## config.mk

```make
export PLATFORM = sky130hd
export DESIGN_NAME = mem_access_unit
export DESIGN_NICKNAME = d
export VERILOG_FILES = /design/src/rtl/mem_access_unit.sv
export SDC_FILE = /design/constraint.sdc
export NUM_CORES = 1
export LEC_CHECK = 0
export CORE_UTILIZATION = 48
export CTS_BUF_LIST = sky130_fd_sc_hd__clkbuf_4 sky130_fd_sc_hd__clkbuf_8
export DETAILED_ROUTE_END_ITERATION = 10
export PLACE_DENSITY = 0.83
export SYNTH_ARGS = -nofsm -noshare
export SYNTH_HDL_FRONTEND = slang
export SYNTH_SLANG_ARGS = --single-unit
```

## constraint.sdc

```tcl
create_clock -name clock -period 3.1 [get_ports clock]
set_input_delay 0.465 -clock clock [delete_from_list [all_inputs] [get_ports clock]]
set_output_delay 0.465 -clock clock [all_outputs]
set_load 0.01 [all_outputs]
```

## src/rtl/mem_access_unit.sv

```systemverilog
// Memory-stage load/store unit: runs the req/gnt/rvalid data-memory transaction,
// aligns and extends load data, and stalls EX while the bus is busy.
module mem_access_unit (
    input  logic        clock,
    input  logic        resetn,
    input  logic        valid_in,
    input  logic        mem_read_in,
    input  logic        mem_write_in,
    input  logic [2:0]  funct3_in,
    input  logic [31:0] address_in,
    input  logic [31:0] store_data_in,
    input  logic [4:0]  read_rd_in,
    input  logic        write_back_in,
    output logic        stall_out,
    output logic        valid_out,
    output logic        write_back_out,
    output logic [4:0]  read_rd_out,
    output logic [31:0] data_address_out,
    output logic [31:0] data_mem_out,
    output logic        err_out,
    output logic        dmem_req,
    output logic        dmem_we,
    output logic [31:0] dmem_addr,
    output logic [3:0]  dmem_be,
    output logic [31:0] dmem_wdata,
    input  logic        dmem_gnt,
    input  logic        dmem_rvalid,
    input  logic [31:0] dmem_rdata
);
    localparam int unsigned STATE_W = 2;
    localparam logic [1:0] IDLE = 2'b00;
    localparam logic [1:0] REQ  = 2'b01;
    localparam logic [1:0] WAIT = 2'b10;

    logic [STATE_W-1:0] state, state_d;
    logic               cap_load, cap_load_d;
    logic [2:0]         cap_f3, cap_f3_d;
    logic [31:0]        cap_addr, cap_addr_d;
    logic [4:0]         cap_rd, cap_rd_d;
    logic               cap_wb, cap_wb_d;
    logic               store_done, store_done_d;

    logic               valid_d, wb_d, err_d;
    logic [4:0]         rd_d;
    logic [31:0]        addr_d, data_d;
    logic               req_d, we_d;
    logic [31:0]        daddr_d, wdata_d;
    logic [3:0]         be_d;

    logic               is_mem, is_load, f3_ok, misalign, start;
    logic [3:0]         st_be;
    logic [31:0]        st_wdata;
    logic [7:0]         lane_byte;
    logic [15:0]        lane_half;
    logic [31:0]        load_data;

    // Decode of the instruction presented by EX
    always_comb begin
        is_mem   = mem_read_in | mem_write_in;
        is_load  = mem_read_in;
        f3_ok    = is_load ? (funct3_in inside {3'b000, 3'b001, 3'b010, 3'b100, 3'b101})
                           : (funct3_in inside {3'b000, 3'b001, 3'b010});
        misalign = ((funct3_in[1:0] == 2'b01) & address_in[0]) |
                   ((funct3_in[1:0] == 2'b10) & (address_in[1:0] != 2'b00));
        // The store that just finished is still held by EX for one cycle; don't replay it.
        start    = valid_in & is_mem & f3_ok & ~misalign & ~store_done;
    end

    // Store byte lanes and replicated write data
    always_comb begin
        st_be    = 4'b1111;
        st_wdata = store_data_in;
        case (funct3_in[1:0])
            2'b00: begin
                st_be    = 4'b0001 << address_in[1:0];
                st_wdata = {4{store_data_in[7:0]}};
            end
            2'b01: begin
                st_be    = address_in[1] ? 4'b1100 : 4'b0011;
                st_wdata = {2{store_data_in[15:0]}};
            end
            default: ;
        endcase
    end

    // Load lane select and extension
    always_comb begin
        lane_byte = dmem_rdata[{cap_addr[1:0], 3'b000} +: 8];
        lane_half = cap_addr[1] ? dmem_rdata[31:16] : dmem_rdata[15:0];
        case (cap_f3)
            3'b000:  load_data = {{24{lane_byte[7]}}, lane_byte};
            3'b001:  load_data = {{16{lane_half[15]}}, lane_half};
            3'b100:  load_data = {24'd0, lane_byte};
            3'b101:  load_data = {16'd0, lane_half};
            default: load_data = dmem_rdata;
        endcase
    end

    // Next-state and next-output logic
    always_comb begin
        state_d      = state;
        cap_load_d   = cap_load;
        cap_f3_d     = cap_f3;
        cap_addr_d   = cap_addr;
        cap_rd_d     = cap_rd;
        cap_wb_d     = cap_wb;
        store_done_d = 1'b0;
        valid_d      = 1'b0;
        err_d        = 1'b0;
        wb_d         = 1'b0;
        rd_d         = read_rd_out;
        addr_d       = data_address_out;
        data_d       = data_mem_out;
        req_d        = dmem_req;
        we_d         = dmem_we;
        daddr_d      = dmem_addr;
        be_d         = dmem_be;
        wdata_d      = dmem_wdata;
        stall_out    = 1'b0;

        case (state)
            IDLE: begin
                if (start) begin
                    stall_out  = 1'b1;
                    state_d    = REQ;
                    cap_load_d = is_load;
                    cap_f3_d   = funct3_in;
                    cap_addr_d = address_in;
                    cap_rd_d   = read_rd_in;
                    cap_wb_d   = write_back_in;
                    req_d      = 1'b1;
                    we_d       = ~is_load;
                    daddr_d    = {address_in[31:2], 2'b00};
                    be_d       = is_load ? 4'b1111 : st_be;
                    wdata_d    = is_load ? 32'd0 : st_wdata;
                end else if (valid_in && !store_done) begin
                    valid_d = 1'b1;
                    addr_d  = address_in;
                    rd_d    = read_rd_in;
                    data_d  = 32'd0;
                    if (!is_mem) begin
                        wb_d = write_back_in;
                    end else begin
                        err_d = 1'b1;
                    end
                end
            end
            REQ: begin
                stall_out = 1'b1;
                if (dmem_gnt) begin
                    req_d = 1'b0;
                    if (cap_load) begin
                        state_d = WAIT;
                    end else begin
                        state_d      = IDLE;
                        store_done_d = 1'b1;
                        valid_d      = 1'b1;
                        addr_d       = cap_addr;
                        rd_d         = cap_rd;
                        data_d       = 32'd0;
                    end
                end
            end
            WAIT: begin
                if (dmem_rvalid) begin
                    state_d = IDLE;
                    valid_d = 1'b1;
                    addr_d  = cap_addr;
                    rd_d    = cap_rd;
                    wb_d    = cap_wb & cap_load;
                    data_d  = load_data;
                end else begin
                    stall_out = 1'b1;
                end
            end
            default: state_d = IDLE;
        endcase
    end

    always_ff @(posedge clock or negedge resetn) begin
        if (!resetn) begin
            state            <= IDLE;
            cap_load         <= 1'b0;
            cap_f3           <= 3'd0;
            cap_addr         <= 32'd0;
            cap_rd           <= 5'd0;
            cap_wb           <= 1'b0;
            store_done       <= 1'b0;
            valid_out        <= 1'b0;
            err_out          <= 1'b0;
            write_back_out   <= 1'b0;
            read_rd_out      <= 5'd0;
            data_address_out <= 32'd0;
            data_mem_out     <= 32'd0;
            dmem_req         <= 1'b0;
            dmem_we          <= 1'b0;
            dmem_addr        <= 32'd0;
            dmem_be          <= 4'd0;
            dmem_wdata       <= 32'd0;
        end else begin
            state            <= state_d;
            cap_load         <= cap_load_d;
            cap_f3           <= cap_f3_d;
            cap_addr         <= cap_addr_d;
            cap_rd           <= cap_rd_d;
            cap_wb           <= cap_wb_d;
            store_done       <= store_done_d;
            valid_out        <= valid_d;
            err_out          <= err_d;
            write_back_out   <= wb_d;
            read_rd_out      <= rd_d;
            data_address_out <= addr_d;
            data_mem_out     <= data_d;
            dmem_req         <= req_d;
            dmem_we          <= we_d;
            dmem_addr        <= daddr_d;
            dmem_be          <= be_d;
            dmem_wdata       <= wdata_d;
        end
    end

endmodule

```

# Yosys cells after proc, flatten, opt, wreduce, memory -nomap -nowiden
# Index checks and enable logic that the tools add are counted.
[classes] n_eq_ne=17 n_shift=2 mux=53 bitwise=12 reduce_logical=15
[op_table] op="$mux 32" count=11
[op_table] op="$pmux 32 s3" count=2
[op_table] op="$pmux 32 s4" count=1
[op_table] op="$pmux 32 s2" count=1
[op_table] op="$shiftx 32x6->8" count=1
[op_table] op="$mux 5" count=5
[op_table] op="$mux 1" count=19
[op_table] op="$mux 16" count=1
[op_table] op="$pmux 5 s3" count=1
[op_table] op="$eq 3x3->1 const B" count=4
[op_table] op="$ne 2x2->1 const B" count=6
[op_table] op="$mux 2" count=4
[op_table] op="$mux 4" count=2
[op_table] op="$pmux 4 s2" count=1
[op_table] op="$and 1x1->1" count=7
[op_table] op="$eq 3x1->1 const B" count=2
[op_table] op="$logic_not 3->1" count=2
[op_table] op="$pmux 1 s3" count=2
[op_table] op="$pmux 2 s3" count=1
[op_table] op="$reduce_and 3->1" count=2
[op_table] op="$reduce_and 6->1" count=1
[op_table] op="$reduce_bool 3->1" count=2
[op_table] op="$reduce_bool 5->1" count=1
[op_table] op="$eq 2x1->1 const B" count=2
[op_table] op="other kinds (11)" count=18
[totals] ff_bits=185 input_bits=112 out_inout_bits=143 elab_cells=117

# Logic depth before layout (Yosys ltp)
# Gate-level depths: netlist of the first run.
[logic_depth] ltp_word=8 ltp_mapped=9 depth_no_buf=6

# Least setup slack after synthesis of the first run
# OpenSTA, ideal clock, no wires.
[synth_timing] path_kind="reg-to-output" from="reg state[0]" to="out stall_out" t_arrival_ns=1.781 required_time_ns=2.635 setup_slack_ns=0.854 path_stages_with_launch=8 n_path_buf=2 cell_sequence="dfrtp_1 -> inv_1 -> ha_1 -> and3b_1 -> o221ai_2 -> buf_2 -> buf_2 -> a21oi_1"
[synth_between] elab_chain_cells=2 word_cells_on_any_way=4 cone_classes="eq/ne (2); mux (1); reduce/logical (1)"
[synth_rtl] item="from (decl)" line="35" text="logic [STATE_W-1:0] state, state_d;"
[synth_rtl] item="from (signal assigned)" line="201" text="state <= state_d;"
[synth_rtl] item="$eq 2x2->1 (tied with other cells)" line="121" text="case (state)"
[synth_rtl] item="$pmux 1 s3 *" line="121"
[synth_rtl] item="to (decl)" line="14" text="output logic stall_out,"
# Every way passes the cells marked *; elsewhere a longest branch is shown, timed or not.

# Worst setup path after layout of the first run
# Ends and elaborated chain as after synthesis.

==> results of run 1 <==
## how the worst min path moves through the flow
stage                             to  slack (ns)
finish              data_mem_out[12]        0.04
global route        data_mem_out[17]        0.09
CTS                 data_mem_out[12]        0.06
detailed placement    dmem_wdata[21]        0.46
global placement      dmem_wdata[18]        0.46
floorplan                cap_addr[0]        0.17
## flip-flops by register name, indices dropped and copies added, names as in the netlist
name / count
state: 2
read_rd_out: 5
dmem_req: 1
data_address_out: 32
cap_rd: 5
write_back_out: 1
cap_load: 1
cap_wb: 1
cap_f3: 3
err_out: 1
dmem_wdata: 32
valid_out: 1
data_mem_out: 32
cap_addr: 32
dmem_we: 1
dmem_be: 4
store_done: 1
## critical path, stage by stage (launching register included)
cell and delay [ns]:
dfrtp_1 0.41, inv_1 0.11, ha_2 0.27, and3b_1 0.32
o221ai_4 0.16, a21oi_1 0.15, clkdlybuf4s50_1 0.60
## cell usage after synthesis, types with 2 or more instances
library cell,number
inv_1,15
a21oi_1,39
a211oi_1,18
mux2_2,148
clkbuf_1,25
ha_1,4
nor3b_1,4
o31ai_1,24
mux2_4,5
o22ai_1,2
nor2_1,22
dfrtp_1,155
mux2i_1,35
buf_2,12
a211o_1,6
nor2b_1,4
nor4b_1,2
buf_4,40
nand2_1,49
buf_6,2
a31oi_1,2
nand2b_1,9
o21ai_0,34
nor3_1,2
## per-stage QoR
| step | hold WS, ns | utilization | total power, mW |
|---|---|---|---|
| 3_5_place_dp | 0.465 | 0.651 | 9.66 |
| 6_report | 0.0425 | 0.674 | 11.0 |
| 4_1_cts | 0.0574 | 0.674 | 11.1 |
| 3_3_place_gp | 0.460 | 0.651 | 9.49 |
| 5_1_grt | 0.0858 | 0.674 | 11.7 |
| 2_1_floorplan | 0.169 | - | 7.39 |
## cells in the final DEF (no fill, tap or decap), types with 2 or more instances in the layout
cell / n
conb_1: 2
clkbuf_8: 19
a211oi_1: 18
clkinv_4: 2
a31oi_1: 2
buf_12: 3
ha_1: 3
inv_1: 15
mux2_2: 148
inv_6: 2
clkinv_2: 4
mux2i_1: 35
clkdlybuf4s50_1: 251
o22ai_1: 2
dfrtp_1: 155
nor2_1: 22
nor3b_1: 4
mux2_4: 5
nor4b_1: 2
a211o_1: 6
nor3_1: 2
a21oi_1: 39
nand2_1: 49
nand2b_1: 9
nor2b_1: 4
o21ai_0: 34
o31ai_1: 24
buf_4: 13
## where the power goes
group / total [mW] / switching (mW) / internal (mW) / leakage (nW)
combinational: 6.03 / 2.60 / 3.43 / 2.47
clock: 1.45 / 0.768 / 0.679 / 0.188
sequential: 3.55 / 0.604 / 2.95 / 1.95
## cells by family (layout without fill, tap and decap cells)
group	Yosys count	in the layout	synth area share
AOI/OAI and AO/OA	140	140	0.118
DFF	155	155	0.486
and+or+nand+nor	98	98	0.0574
other	1	2	0.000470
muxes	188	188	0.262
buffers and inverters	97	314	0.0696
adders and majority gates	4	4	0.00627
## final cells by class
class | instances | area share
sequential | 155 | 0.359
multi-input combinational | 432 | 0.330
timing repair buffer | 268 | 0.248
tap | 216 | 0.0250
clock buffer | 20 | 0.0249
clock inverter | 10 | 0.00856
inverter | 16 | 0.00555
## per-layer routing
metal,vias to the layer above,global-route usage,share of wire
li1,2816,-,-
met1,2963,0.302,0.42
met2,225,0.390,0.48
met3,30,0.0810,0.081
met4,0,0.101,0.023
met5,-,0,0
==> reports/results.tsv, run 1 <==
metric	value	unit
status	completed	
Synth Instances	683	
setup TNS	0	ns
Die H	131	µm
DR vias	6034	
min setup slack post-route	0.169	ns
Setup crit end	stall_out	
area leader, netlist	dfrtp_1	
first-pass GRT wire length	31600	µm
DP Area	10500	µm²
CP startpoint	state[0]	
# DRC	0	
Avg Cell Area, Syn	11.7	µm²
port bufs	252	
Max-slew headroom	0.379	
Ports	255	
clock buffer depth	2	
fraction of layout cells with a size suffix above 1	0.235	
count of final max-slew check failures	0	
Die Width	131	µm
Routed Antenna Nets	0	
Hold Fails Final Rpt	0	
GR Util All Layers	0.243	
CTS H-tree lvls	4	
fillers	1225	
Worst Tran Pin Value	0.929	ns
pwr/cell area	1020	nW/µm²
RR Endpoint	data_address_out[5]	
synthesized flop and latch total	155	
vias in the first global route	6041	
EDFF count, synth	0	
Main synth FF type	dfrtp_1	
Starting Density	0.497	
drt initial violations	306	
CP required	2.63	ns
Vias per Instance	5.40	
pin count of the biggest net entering global routing	118	
total die area	17200	µm²
share of the synthesized area in the top cell type	0.486	
first-pass iteration count of the detailed router	4	
total global routing overflow	0	
RSZ-0062 raised after global routing	false	
insertion delay to the later sink of the worst-skew pair	0.46	ns
Multi-input gate area	3570	µm²
DRT Wirelength	20300	µm
post-place setup slack	0.287	ns
DPL Wire Length	14400	µm
reg2reg start	state[0]	
# setup viols final	0	
Final Cycle Share	0.945	
static leakage	4.60	nW
asr flop ratio synth	1.00	
register area	3880	µm²
CTS tree	yes	
initial antenna violation count	0	
placed cells	1087	
number of gates resized after cts	0	
FF-to-FF path depth	8	
non-filler instance count after layout	1117	
Core ar.	16100	µm²
Hold WC Path Type	in -> async	
Worst Setup End Kind	output port	
CP Launch Type	flip-flop	
synthesized cell area	7980	µm²
Max Cap Viol	0	
Diodes inserted	0	
Placer Congestion	0.841	
final worst path period need	2.93	ns
setup slack, reg-to-reg	0.70	ns
Inserted Clock Buffers	17	
sequential area share after synthesis	0.486	
Arrival @ worst endpoint	2.47	ns
# rows	46	
Avg WL per Cell	18.2	µm
clock-pin slew on the worst setup and hold paths	0.08	ns
Netlist cell types	49	
Area Overhead vs Synth	35.5	%
cts hold-fix bufs	0	
Ys Warns	0	
Final Net Count	1006	
# clock sinks	155	
Post-CTS Setup Inserts	0	
clock root buffer	clkbuf_8	
crit-path max FO	6	
type of the worst setup path	reg -> out	
Final Skew	0.0149	ns
synth top area cells	dfrtp_1 49%, mux2_2 21%, mux2i_1 4.4%, buf_4 3.8%, a21oi_1 2.4%	
fmax	341	MHz
design area	10800	µm²
Peak VDD IR	0.637	mV
Note: power is estimated with default switching activity, not from simulation.
==> run 2: changes to the inputs <==
--- a/config.mk
+++ b/config.mk
@@ -5,9 +5,11 @@
 export SDC_FILE = /design/constraint.sdc
 export NUM_CORES = 1
 export LEC_CHECK = 0
+export ABC_CLOCK_PERIOD_IN_PS = 3100
 export CORE_UTILIZATION = 48
 export CTS_BUF_LIST = sky130_fd_sc_hd__clkbuf_4 sky130_fd_sc_hd__clkbuf_8
 export DETAILED_ROUTE_END_ITERATION = 10
+export GPL_TIMING_DRIVEN = 0
 export PLACE_DENSITY = 0.83
 export SYNTH_ARGS = -nofsm -noshare
 export SYNTH_HDL_FRONTEND = slang
==> run 2 against run 1 <==
Maximum frequency is 1.3% lower. Clock skew about the same. Clock-buffer cell count up 1. Cell area increased by 4.3%. Sequential power is 3% lower. Die area did not move. Power grew 6.4%. Routed wire length rose by 7.4%. Combinational power is 10% higher. Final cell count grew 6.2%. Core utilization grew 2.9 points. Largest cell class unchanged. Highest routed layer unchanged.
==> reports/results.tsv, run 2 (same netlist as run 1, synthesis figures left out) <==
metric	value	unit	change
status	completed		
design area	11300	µm²	+4.3%
Diodes inserted	0		unchanged
Crit-path slowest cell	clkdlybuf4s50_1		
Final Net Count	1073		+6.7%
Worst Setup End Kind	output port		
CTS tree	yes		
combinational share of power	0.566		+0.019
final worst path period need	2.97	ns	+0.0394 ns
first-pass GRT wire length	33400	µm	+5.7%
CP Launch Type	input pin		
# setup viols final	0		unchanged
minimum hold slack	0.480	ns	+0.437 ns
RSZ-0062 raised after global routing	false		
clock buffer depth	2		unchanged
Arrival @ worst endpoint	2.51	ns	+0.04 ns
FF-to-FF path depth	6		-2
Avg WL per Cell	18.4	µm	+1.1%
Vias per Instance	5.38		-0.42%
CP Cell Sequence	clkdlybuf4s50_1 > nor3_2 > o221ai_4 > buf_8 > buf_2 > a21oi_2 > dlygate4sd2_1		
pin count of the biggest net entering global routing	89		-25%
port bufs	251		-0.40%
reg2reg start	state[1]		
Peak VDD IR	0.573	mV	-10%
drt initial violations	319		+4.2%
pwr/cell area	1040	nW/µm²	+2.0%
fmax	337	MHz	-1.3%
DRT Wirelength	21800	µm	+7.4%
GR Util All Layers	0.259		+0.0153
source of the worst hold timing path	dmem_wdata[21]		
Core ar.	16100	µm²	unchanged
Final Cycle Share	0.958		+0.0127
CP bufs+invs	4		+2
type of the worst setup path	in -> out		
Final Skew	0.0154	ns	+0.000467 ns
setup slack, reg-to-reg	0.54	ns	-0.16 ns
DP Area	10800	µm²	+3.3%
switching pwr	4.14	mW	+4.2%
total power	11.7	mW	+6.4%
commonest non-fill, non-tap cell in the layout	clkdlybuf4s50_1		
non-filler instance count after layout	1186		+6.2%
CTS H-tree lvls	4		unchanged
insertion delay to the later sink of the worst-skew pair	0.45	ns	about the same
RR Endpoint	data_address_out[2]		
Max Cap Viol	0		unchanged
Clk network pwr share	0.139		+0.008
Max-slew headroom	0.361		-0.0172
post-layout util	0.703		+0.0291
setup TNS	0	ns	unchanged
initial antenna violation count	0		unchanged
# rows	46		unchanged
# DRC	0		unchanged
total die area	17200	µm²	unchanged
total global routing overflow	0		unchanged
Worst Tran Pin Value	0.954	ns	+0.0257 ns
Area Overhead vs Synth	41.4	%	
count of final max-slew check failures	0		unchanged
DR vias	6380		+5.7%
fillers	1202		-1.9%
max incr delay on CP	0.57	ns	-0.03 ns
Placer Congestion	0.900		+7.0%
post-place setup slack	-0.568	ns	-0.855 ns
static leakage	4.85	nW	+5.3%
Hold Fails Final Rpt	0		unchanged
sw frac	0.353		-0.00738
Sequential Power Share	0.295		-0.027
most frequent cells in the layout	249 x clkdlybuf4s50_1, 155 x dfrtp_1, 148 x mux2_2		
Starting Density	0.497		unchanged
Routed Antenna Nets	0		unchanged
placed cells	1152		+6.0%
min setup slack post-route	0.130	ns	-0.0394 ns
Pint	7.59	mW	+7.6%
fraction of layout cells with a size suffix above 1	0.266		+0.0307
clock root buffer	clkbuf_8		
Die Width	131	µm	unchanged
Hold WC Path Type	reg -> reg		
Ports	255		unchanged
Inserted Clock Buffers	17		unchanged
Hold EP	dmem_wdata[21]		
hold depth	2		
crit-path max FO	10		+4
DPL Wire Length	16200	µm	+12%
CP required	2.63	ns	about the same
Die H	131	µm	unchanged
clock-pin slew on the worst setup and hold paths	0.08	ns	about the same
first-pass iteration count of the detailed router	4		unchanged
CP delay by family, top	buffers and inverters		
vias in the first global route	6345		+5.0%
# clock sinks	155		unchanged
run 2: changes by cell type in the layout (fill, tap and decap cells not counted), moves of 2 or more:
cell	delta
a21oi_1	-2
a21oi_2	+2
buf_12	-3
buf_2	+11
buf_4	+28
buf_8	+3
bufinv_16	+2
clkbuf_1	+25
clkdlybuf4s50_1	-2
clkinv_4	-2
clkinvlp_4	+2
run 2: power by group through the flow:
stage,Combinational [mW],Clock (mW),Sequential [mW]
after floorplan,3.70,0,3.69
after global placement,6.52,0,3.45
after detailed placement,6.63,0,3.49
after CTS,6.67,1.67,3.46
after global routing,7.13,1.75,3.57
final,6.64,1.63,3.46
run 2: worst reg2reg max path, stage by stage (launching register included):
cell      delay (ns)
dfrtp_1         0.40
inv_1           0.10
ha_4            0.27
clkbuf_1        0.45
clkbuf_1        0.56
mux2_2          0.41
mux2_2          0.26
run 2: layer usage:
layer  vias to the layer above  GRT usage  part of all wire
met3                        40     0.0814             0.082
met4                         0     0.0967             0.026
met1                      3136      0.321              0.41
met5                         -          0                 0
met2                       249      0.422              0.48
li1                       2955          -                 -
run 2: repair_timing:
action,CTS,global route
hold buffers,1,0
hold endpoints to repair,67,0
setup endpoints to repair,1,1
setup buffers,1,0
gates resized for setup,7,3
run 2: worst max-delay path by stage:
stage                  startpoint              endpoint  slack (ns)  cells past startpoint
detailed placement  address_in[0]             stall_out       -0.57                      7
global route        address_in[0]             stall_out        0.02                      7
finish              address_in[0]             stall_out        0.13                      7
global placement           resetn  data_address_out[20]       -4.88                      1
floorplan                state[0]             stall_out        0.85                      7
CTS                      state[0]             stall_out        0.04                      8
run 2: layout make-up:
class	count	area [µm²]	share of cell area
multi-input cells	432	3580	0.318
clock buffers	21	283	0.0251
clock inverters	11	141	0.0125
well taps	216	270	0.0239
inverters	16	60.1	0.00532
flip-flops and latches	155	3880	0.344
plain buffers	81	505	0.0448
repair buffers	254	2560	0.227
==> run 3: changes to the inputs <==
--- a/config.mk
+++ b/config.mk
@@ -9,7 +9,6 @@
 export CORE_UTILIZATION = 48
 export CTS_BUF_LIST = sky130_fd_sc_hd__clkbuf_4 sky130_fd_sc_hd__clkbuf_8
 export DETAILED_ROUTE_END_ITERATION = 10
-export GPL_TIMING_DRIVEN = 0
 export PLACE_DENSITY = 0.83
 export SYNTH_ARGS = -nofsm -noshare
 export SYNTH_HDL_FRONTEND = slang
==> results of run 3 <==
Same layout as run 1: the final DEF is identical, and so are final timing and power.
